### src/rtl/rotary_delta_gen_pkg.sv
// rotary_pkg: shared delta type, 8-bit clamp and quadrature step decode
package rotary_pkg;
  typedef logic signed [7:0] delta8_t;
  function automatic delta8_t sat8(input logic signed [15:0] x);
    return x > 16'sd127 ? 8'sd127 : x < -16'sd127 ? -8'sd127 : delta8_t'(x[7:0]);
  endfunction
  function automatic logic [1:0] gray_idx(input logic [1:0] g);
    return {g[1], g[1] ^ g[0]};
  endfunction
  function automatic logic signed [1:0] quad_step(input logic [1:0] prev, input logic [1:0] cur);
    logic [1:0] d;
    d = gray_idx(cur) - gray_idx(prev);
    return d == 2'd1 ? 2'sd1 : d == 2'd3 ? -2'sd1 : 2'sd0;
  endfunction
endpackage

### src/rtl/rotary_delta_gen_quad_channel.sv
// quad_channel: synchroniser, stability filter and quadrature decode for one encoder
module quad_channel
  import rotary_pkg::*;
#(
  parameter int SYNC_STAGES = 2,
  parameter int FILTER_LEN  = 4
) (
  input  logic              clk,
  input  logic              RESn,
  input  logic              a,
  input  logic              b,
  input  logic              invert,
  output logic              step_valid,
  output logic signed [1:0] step
);
  localparam int CW = $clog2(FILTER_LEN + 1);
  logic [SYNC_STAGES-1:0] sa, sb;
  logic [1:0] cur, nxt, filt;
  logic [CW-1:0] cnt;
  logic loaded, stable;
  logic signed [1:0] raw;
  assign cur = {sa[SYNC_STAGES-1], sb[SYNC_STAGES-1]};
  assign nxt = {sa[SYNC_STAGES-2], sb[SYNC_STAGES-2]};
  assign stable = cnt == CW'(FILTER_LEN);
  assign raw = quad_step(filt, cur);
  // cnt is how long cur has held its value; the first accepted sample only seeds filt
  always_ff @(posedge clk or negedge RESn)
    if (!RESn) begin
      sa <= '0;
      sb <= '0;
      cnt <= '0;
      filt <= '0;
      loaded <= 1'b0;
      step_valid <= 1'b0;
      step <= '0;
    end else begin
      sa <= {sa[SYNC_STAGES-2:0], a};
      sb <= {sb[SYNC_STAGES-2:0], b};
      cnt <= nxt != cur ? CW'(1) : stable ? cnt : cnt + 1'b1;
      if (stable) begin
        filt <= cur;
        loaded <= 1'b1;
      end
      step_valid <= stable && loaded && raw != 2'sd0;
      step <= invert ? -raw : raw;
    end
endmodule

### src/rtl/rotary_delta_gen.sv
// rotary_delta_gen: encoder/host deltas into saturating accumulators, strobed out as 8-bit deltas
module rotary_delta_gen
  import rotary_pkg::*;
#(
  parameter int SYNC_STAGES = 2,
  parameter int FILTER_LEN  = 4,
  parameter int STROBE_DIV  = 4000,
  parameter int ACC_W       = 12
) (
  input  logic              clk,
  input  logic              RESn,
  input  logic [1:0]        enc_a,
  input  logic [1:0]        enc_b,
  input  logic [1:0]        invert,
  input  logic              src_sel,
  input  logic              host_valid,
  input  logic signed [8:0] host_dx,
  input  logic signed [8:0] host_dy,
  output logic              rotary_inc,
  output logic              rotary_abs,
  output delta8_t           rotary_a,
  output delta8_t           rotary_b,
  output logic [1:0]        overflow
);
  localparam int TW = $clog2(STROBE_DIV);
  localparam logic signed [ACC_W:0] LIM = (ACC_W+1)'(2**(ACC_W-1) - 1);
  logic [TW-1:0] tmr;
  logic src_q, chg, tc, fire;
  logic [1:0] nz, ovf;
  delta8_t dout [2];
  logic signed [8:0] hd [2];
  assign hd[0] = host_dx;
  assign hd[1] = host_dy;
  assign chg = src_sel != src_q;
  assign tc = tmr == TW'(STROBE_DIV - 1);
  assign fire = tc && !chg && nz != 2'b00;
  for (genvar i = 0; i < 2; i++) begin : g_ch
    logic sv, oq;
    logic signed [1:0] st;
    logic signed [ACC_W-1:0] acc;
    logic signed [ACC_W:0] inc, sum, sat;
    logic signed [15:0] acc16;
    delta8_t emit, dq;
    quad_channel #(.SYNC_STAGES(SYNC_STAGES), .FILTER_LEN(FILTER_LEN)) u_q (
      .clk(clk), .RESn(RESn), .a(enc_a[i]), .b(enc_b[i]), .invert(invert[i]),
      .step_valid(sv), .step(st)
    );
    assign acc16 = acc;
    assign emit = fire ? sat8(acc16) : '0;
    assign inc = src_sel ? (host_valid ? (ACC_W+1)'(hd[i]) : '0) : (sv ? (ACC_W+1)'(st) : '0);
    // residue plus same-cycle increment, so nothing is lost on a strobe edge
    assign sum = (ACC_W+1)'(acc) - (ACC_W+1)'(emit) + inc;
    assign sat = sum > LIM ? LIM : sum < -LIM ? -LIM : sum;
    always_ff @(posedge clk or negedge RESn)
      if (!RESn) begin
        acc <= '0;
        oq <= 1'b0;
        dq <= '0;
      end else begin
        acc <= chg ? '0 : sat[ACC_W-1:0];
        oq <= oq | (!chg && sat != sum);
        if (fire) dq <= emit;
      end
    assign nz[i] = acc != '0;
    assign ovf[i] = oq;
    assign dout[i] = dq;
  end
  always_ff @(posedge clk or negedge RESn)
    if (!RESn) begin
      tmr <= '0;
      src_q <= 1'b0;
      rotary_inc <= 1'b0;
    end else begin
      tmr <= tc ? '0 : tmr + 1'b1;
      src_q <= src_sel;
      rotary_inc <= fire;
    end
  assign rotary_abs = 1'b0;
  assign rotary_a = dout[0];
  assign rotary_b = dout[1];
  assign overflow = ovf;
endmodule

### config.mk
export PLATFORM = sky130hd
export DESIGN_NAME = rotary_delta_gen
export DESIGN_NICKNAME = d
export VERILOG_FILES = /design/src/rtl/rotary_delta_gen_pkg.sv /design/src/rtl/rotary_delta_gen_quad_channel.sv /design/src/rtl/rotary_delta_gen.sv
export SDC_FILE = /design/constraint.sdc
export NUM_CORES = 1
export LEC_CHECK = 0
export CAP_MARGIN = 20
export CORE_MARGIN = 2
export CORE_UTILIZATION = 54
export DETAILED_ROUTE_END_ITERATION = 12
export GPL_TIMING_DRIVEN = 0
export PLACE_DENSITY_LB_ADDON = 0.3
export SETUP_SLACK_MARGIN = 0.05
export SLEW_MARGIN = 20
export SYNTH_ARGS = -nofsm -noshare
export SYNTH_HDL_FRONTEND = slang
export SYNTH_SLANG_ARGS = --single-unit
### constraint.sdc
create_clock -name clk -period 4.2 [get_ports clk]
set_input_delay 0.42 -clock clk [delete_from_list [all_inputs] [get_ports clk]]
set_output_delay 0.42 -clock clk [all_outputs]
set_load 0.03 [all_outputs]
==> results <==
- The run finished, with violations left.
- The final reports fail on negative setup slack.
- The kind of cell with the highest combined delay on the critical path is compound AO/OA/AOI/OAI gates.
- Hold timing on the final database bottoms out at a slack of 0.406 ns.
- The total of flip-flops plus latches after synthesis is 82.
- The min-delay analysis places its worst path in the category register to register.
- For this run, the total global-route usage over all layers was measured as 25.8%.
- The relative area change from synthesis to final layout is 34.9%.
- Traced cell by cell, the critical path runs through or4_4 > nor4_4 > nand2_1 > o21ai_2 > or2_1 > buf_6 > clkinv_8 > nand2_8 > inv_8 > fa_1 > inv_2 > ha_4 > a2111o_1 > o32ai_4 > a311oi_4 > buf_4 > xnor2_4 > buf_6 > o211ai_1 > a21oi_1.
- STA classifies the critical path startpoint as a register.
- For this run, design rule violations remaining after detail routing come to 0.
- The upper clock frequency limit is 0.207 GHz.
- After synthesis, flip-flops and latches occupy 34.9% of the total area.
- The total instance count after detailed placement is 818.
- The number of instances in the synthesized netlist is 631.
- Cells fill 73.7% of the core in the end.
- The number of pins with negative max-slew slack in the final report came to 0.
- The number of antenna diodes in the final layout is 0.
- For the worst setup path, the data required time is 4.47 ns.
- The mean cell area of the mapped netlist is 9.31 µm².
- The detailed-route wire length is 16.6 mm.
- In the final layout, the share of cells above drive strength 1 is 29.0%.
- Leaving out filler cells and counting taps, the final layout contains 875.
- The die is 108 µm wide.
- Counting flops with an async set or reset pin after synthesis yields a share of 100%.
- The total of warnings raised by yosys is 0.
- The average via count per standard cell is 6.13.
- The final worst setup slack is -0.627 ns.
- Counting I/O delays and the setup requirement, the final critical path takes 4.83 ns.
- The mapped netlist covers 5870 µm².
- The number of instances on the worst hold path is 0.
- The clock tree synthesis step divided the H-tree into 3 levels.
- Entering global routing, the biggest net connects 57 pins.
- Together, buffers and inverters on the worst path number 6.
- The share of the cycle needed by the critical path after routing is 115%.
- Detailed placement ended at an HPWL of 10.2 mm.
- The pre-antenna-repair detailed-routing pass consisted of 5 iterations.
- The number of buffers on the longest clock path is 2.
- The total of endpoints with negative setup slack in the final report is 26.
- The source-to-sink clock delay at the later pin of the worst-skew pair is 0.36 ns.
- The total number of vias is 5367.
- Counting stages on the worst path, the most repeated cell is buf_6.
- The worst stage delay on the critical path is 0.57 ns.
- The clock sink total is 82.
- In this run the critical register-to-register path is captured at g_ch[0].acc[6]$_DFF_PN0_.
- The critical setup path kind is register to register.
- The count of pins on the block boundary is 48.
- The setup slack of the most critical reg-to-reg path is -0.63 ns.
- Counting the buffers created by CTS gives 9.
- The area enclosed by the die boundary is 11700 µm².
- The library cell used most frequently in the layout, excluding fill and tap cells, is dfrtp_1.
- Along the worst path, the maximum fanout reaches 6.
- Setup repair after global routing could not meet its margin everywhere.
- The floorplan row count is 38.
- The count of endpoints failing hold in the final timing report is 0.
- The slew at the pin closest to its max-slew limit is 0.811 ns.
- The number of nets in the synthesized netlist is 716.
- The startpoint of the lowest-slack register-to-register path is g_ch[1].acc[2]$_DFF_PN0_.
- The data arrival at the endpoint of the critical path is 5.10 ns.
- For this configuration, the core starts out at a cell density of 54.7%.
- The initial antenna violation count was 0.
- The count of buffers from port buffering is 46.
- The total negative slack for setup checks is -12.43 ns.
- The TritonCTS clock tree is yes.
- The final layout net count is 815.
- The number of cells on the critical path is 20.
- Clock tree synthesis selected as its root buffer the cell clkbuf_8.
- The slowest stage of the critical path belongs to the cell or4_4.
- Once detail routing completed, the nets flagged for antenna violations numbered 0.
- The clock tree skew after final layout is 0.0139 ns.
- In the layout the commonest cells are dfrtp_1 (82), inv_1 (66), clkdlybuf4s50_1 (45).
- The congestion estimate from routability-driven global placement came to 0.881.
- The clock-pin slew on the worst setup and hold paths is 0.09 ns.
- STA classifies the critical path endpoint as a register.
- The primary flip-flop cell chosen by synthesis mapping is dfrtp_1.
- The count of routing violations after the opening detailed-route iteration is 389.
- For this run the aggregate overflow at the end of global routing stands at 0.
- The path with the worst hold slack has its endpoint at g_ch[1].u_q.sb[1]$_DFF_PN0_.
- The via count of the first global-routing pass came to 5038.
- The number of enable flip-flop cells after synthesis is 0.
- Measured along the y axis, the die boundary spans 108 µm.
- The number of max-capacitance violations reported is 0.
- The first global-routing pass estimated 23.7 mm of wire.
- Measured against its own limit, the worst slew margin works out to 45.7%.
- The mean routed wirelength per cell is 18.9 µm.
- The final-layout fill cell count is 690.
- The number of cells traversed by the worst register-to-register path is 20.
- The core box area is 10700 µm².
- The launch instance of the worst min-delay path is g_ch[1].u_q.sb[0]$_DFF_PN0_.
- The distinct cell type count after synthesis is 76.
==> per-stage QoR <==
step / setup WS (ns) / area (µm²)
after floorplan: 0.000431 / 6100
after global placement: -1.13 / 6730
after detailed placement: -1.20 / 6760
after CTS: -0.400 / 7350
after global routing: -0.855 / 7920
final: -0.627 / 7920
==> logic make-up (layout without fill, tap and decap cells) <==
kind of cell	after synthesis	after routing	synth area share, %
flops	82	82	34.9
buf+inv	98	201	6.88
simple gates	197	198	16.9
mux	7	7	1.32
fa+ha+maj	57	57	15.2
xor+xnor	47	47	7.39
other cells	1	1	0.0639
compound gates	142	142	17.3
==> synthesized netlist by cell type, drive strengths merged, types with 5 or more instances <==
| cell | n | area (µm²) |
|---|---|---|
| a21o | 14 | 105 |
| a21oi | 47 | 235 |
| and2 | 6 | 37.5 |
| and3 | 5 | 32.5 |
| buf | 12 | 78.8 |
| clkbuf | 7 | 28.8 |
| dfrtp | 82 | 2050 |
| fa | 24 | 480 |
| ha | 33 | 413 |
| inv | 79 | 297 |
| mux2 | 6 | 67.6 |
| nand2 | 47 | 181 |
| nand2b | 5 | 31.3 |
| nand3 | 14 | 70.1 |
| nand4 | 8 | 50.1 |
| nor2 | 60 | 228 |
| nor2b | 7 | 58.8 |
| nor3 | 15 | 75.1 |
| nor3b | 5 | 37.5 |
| o211ai | 6 | 45.0 |
| o21a | 7 | 52.6 |
| o21ai | 25 | 125 |
| o31ai | 9 | 72.6 |
| or3 | 5 | 31.3 |
| xnor2 | 28 | 260 |
| xor2 | 19 | 174 |
==> state kept, by name (all words and copies together), names as in the netlist <==
name                 count
g_ch.u_q.step            4
g_ch.u_q.cnt             6
src_q                    1
g_ch.u_q.sb              4
g_ch.oq                  2
g_ch.u_q.loaded          2
g_ch.u_q.filt            4
tmr                     12
g_ch.u_q.step_valid      2
rotary_inc               1
rotary_a                 8
g_ch.acc                24
g_ch.u_q.sa              4
rotary_b                 8
==> worst register-to-register path: stages (launching register included) <==
cell      delay (ns)
dfrtp_1         0.41
or4_4           0.57
nor4_4          0.22
nand2_1         0.11
o21ai_2         0.16
or2_1           0.15
buf_6           0.15
clkinv_8        0.08
nand2_8         0.10
inv_8           0.04
fa_1            0.56
inv_2           0.05
ha_4            0.22
a2111o_1        0.40
o32ai_4         0.36
a311oi_4        0.15
buf_4           0.18
xnor2_4         0.32
buf_6           0.15
o211ai_1        0.12
a21oi_1         0.22
==> layer usage <==
layer	part of all wire [%]	track usage (%)
met3	6.6	4.34
met2	52	46.1
met5	0	0
met4	3.3	7.05
met1	38	32.2
==> what timing repair did <==
| action | 4_1_cts | 5_1_grt |
|---|---|---|
| hold buffers | 1 | 0 |
| pin swaps | 27 | 36 |
| cloned | 3 | 0 |
| setup endpoints to repair | 26 | 26 |
| resized for setup | 48 | 88 |
| endpoints found under the hold margin | 26 | 0 |
| setup buffers | 18 | 20 |
==> how the worst max path moves through the flow <==
stage	startpoint	slack (ns)	to
2_1_floorplan	g_ch[0].acc[1]$_DFF_PN0_	0.0004	g_ch[0].acc[0]$_DFF_PN0_
5_1_grt	g_ch[1].acc[2]$_DFF_PN0_	-0.85	g_ch[0].acc[6]$_DFF_PN0_
3_5_place_dp	src_sel	-1.20	g_ch[1].acc[3]$_DFF_PN0_
6_report	g_ch[1].acc[2]$_DFF_PN0_	-0.63	g_ch[0].acc[6]$_DFF_PN0_
4_1_cts	tmr[0]$_DFF_PN0_	-0.40	g_ch[1].acc[3]$_DFF_PN0_
3_3_place_gp	src_sel	-1.13	g_ch[0].oq$_DFF_PN0_
==> layout make-up <==
cell class                      instances  area (µm²)  share of cell area, %
Tap cell                              140         175                   2.21
Timing Repair Buffer                   88         827                   10.4
Clock inverter                          5        86.3                   1.09
Buffer                                 18         135                   1.71
Sequential cell                        82        2050                   25.9
Clock buffer                           11         151                   1.91
Inverter                               79         317                   3.99
Multi-Input combinational cell        452        4180                   52.8
Power is left out: the tool's default activity adds up to more than one toggle a clock period on the data nets, which glitch-free logic cannot reach.
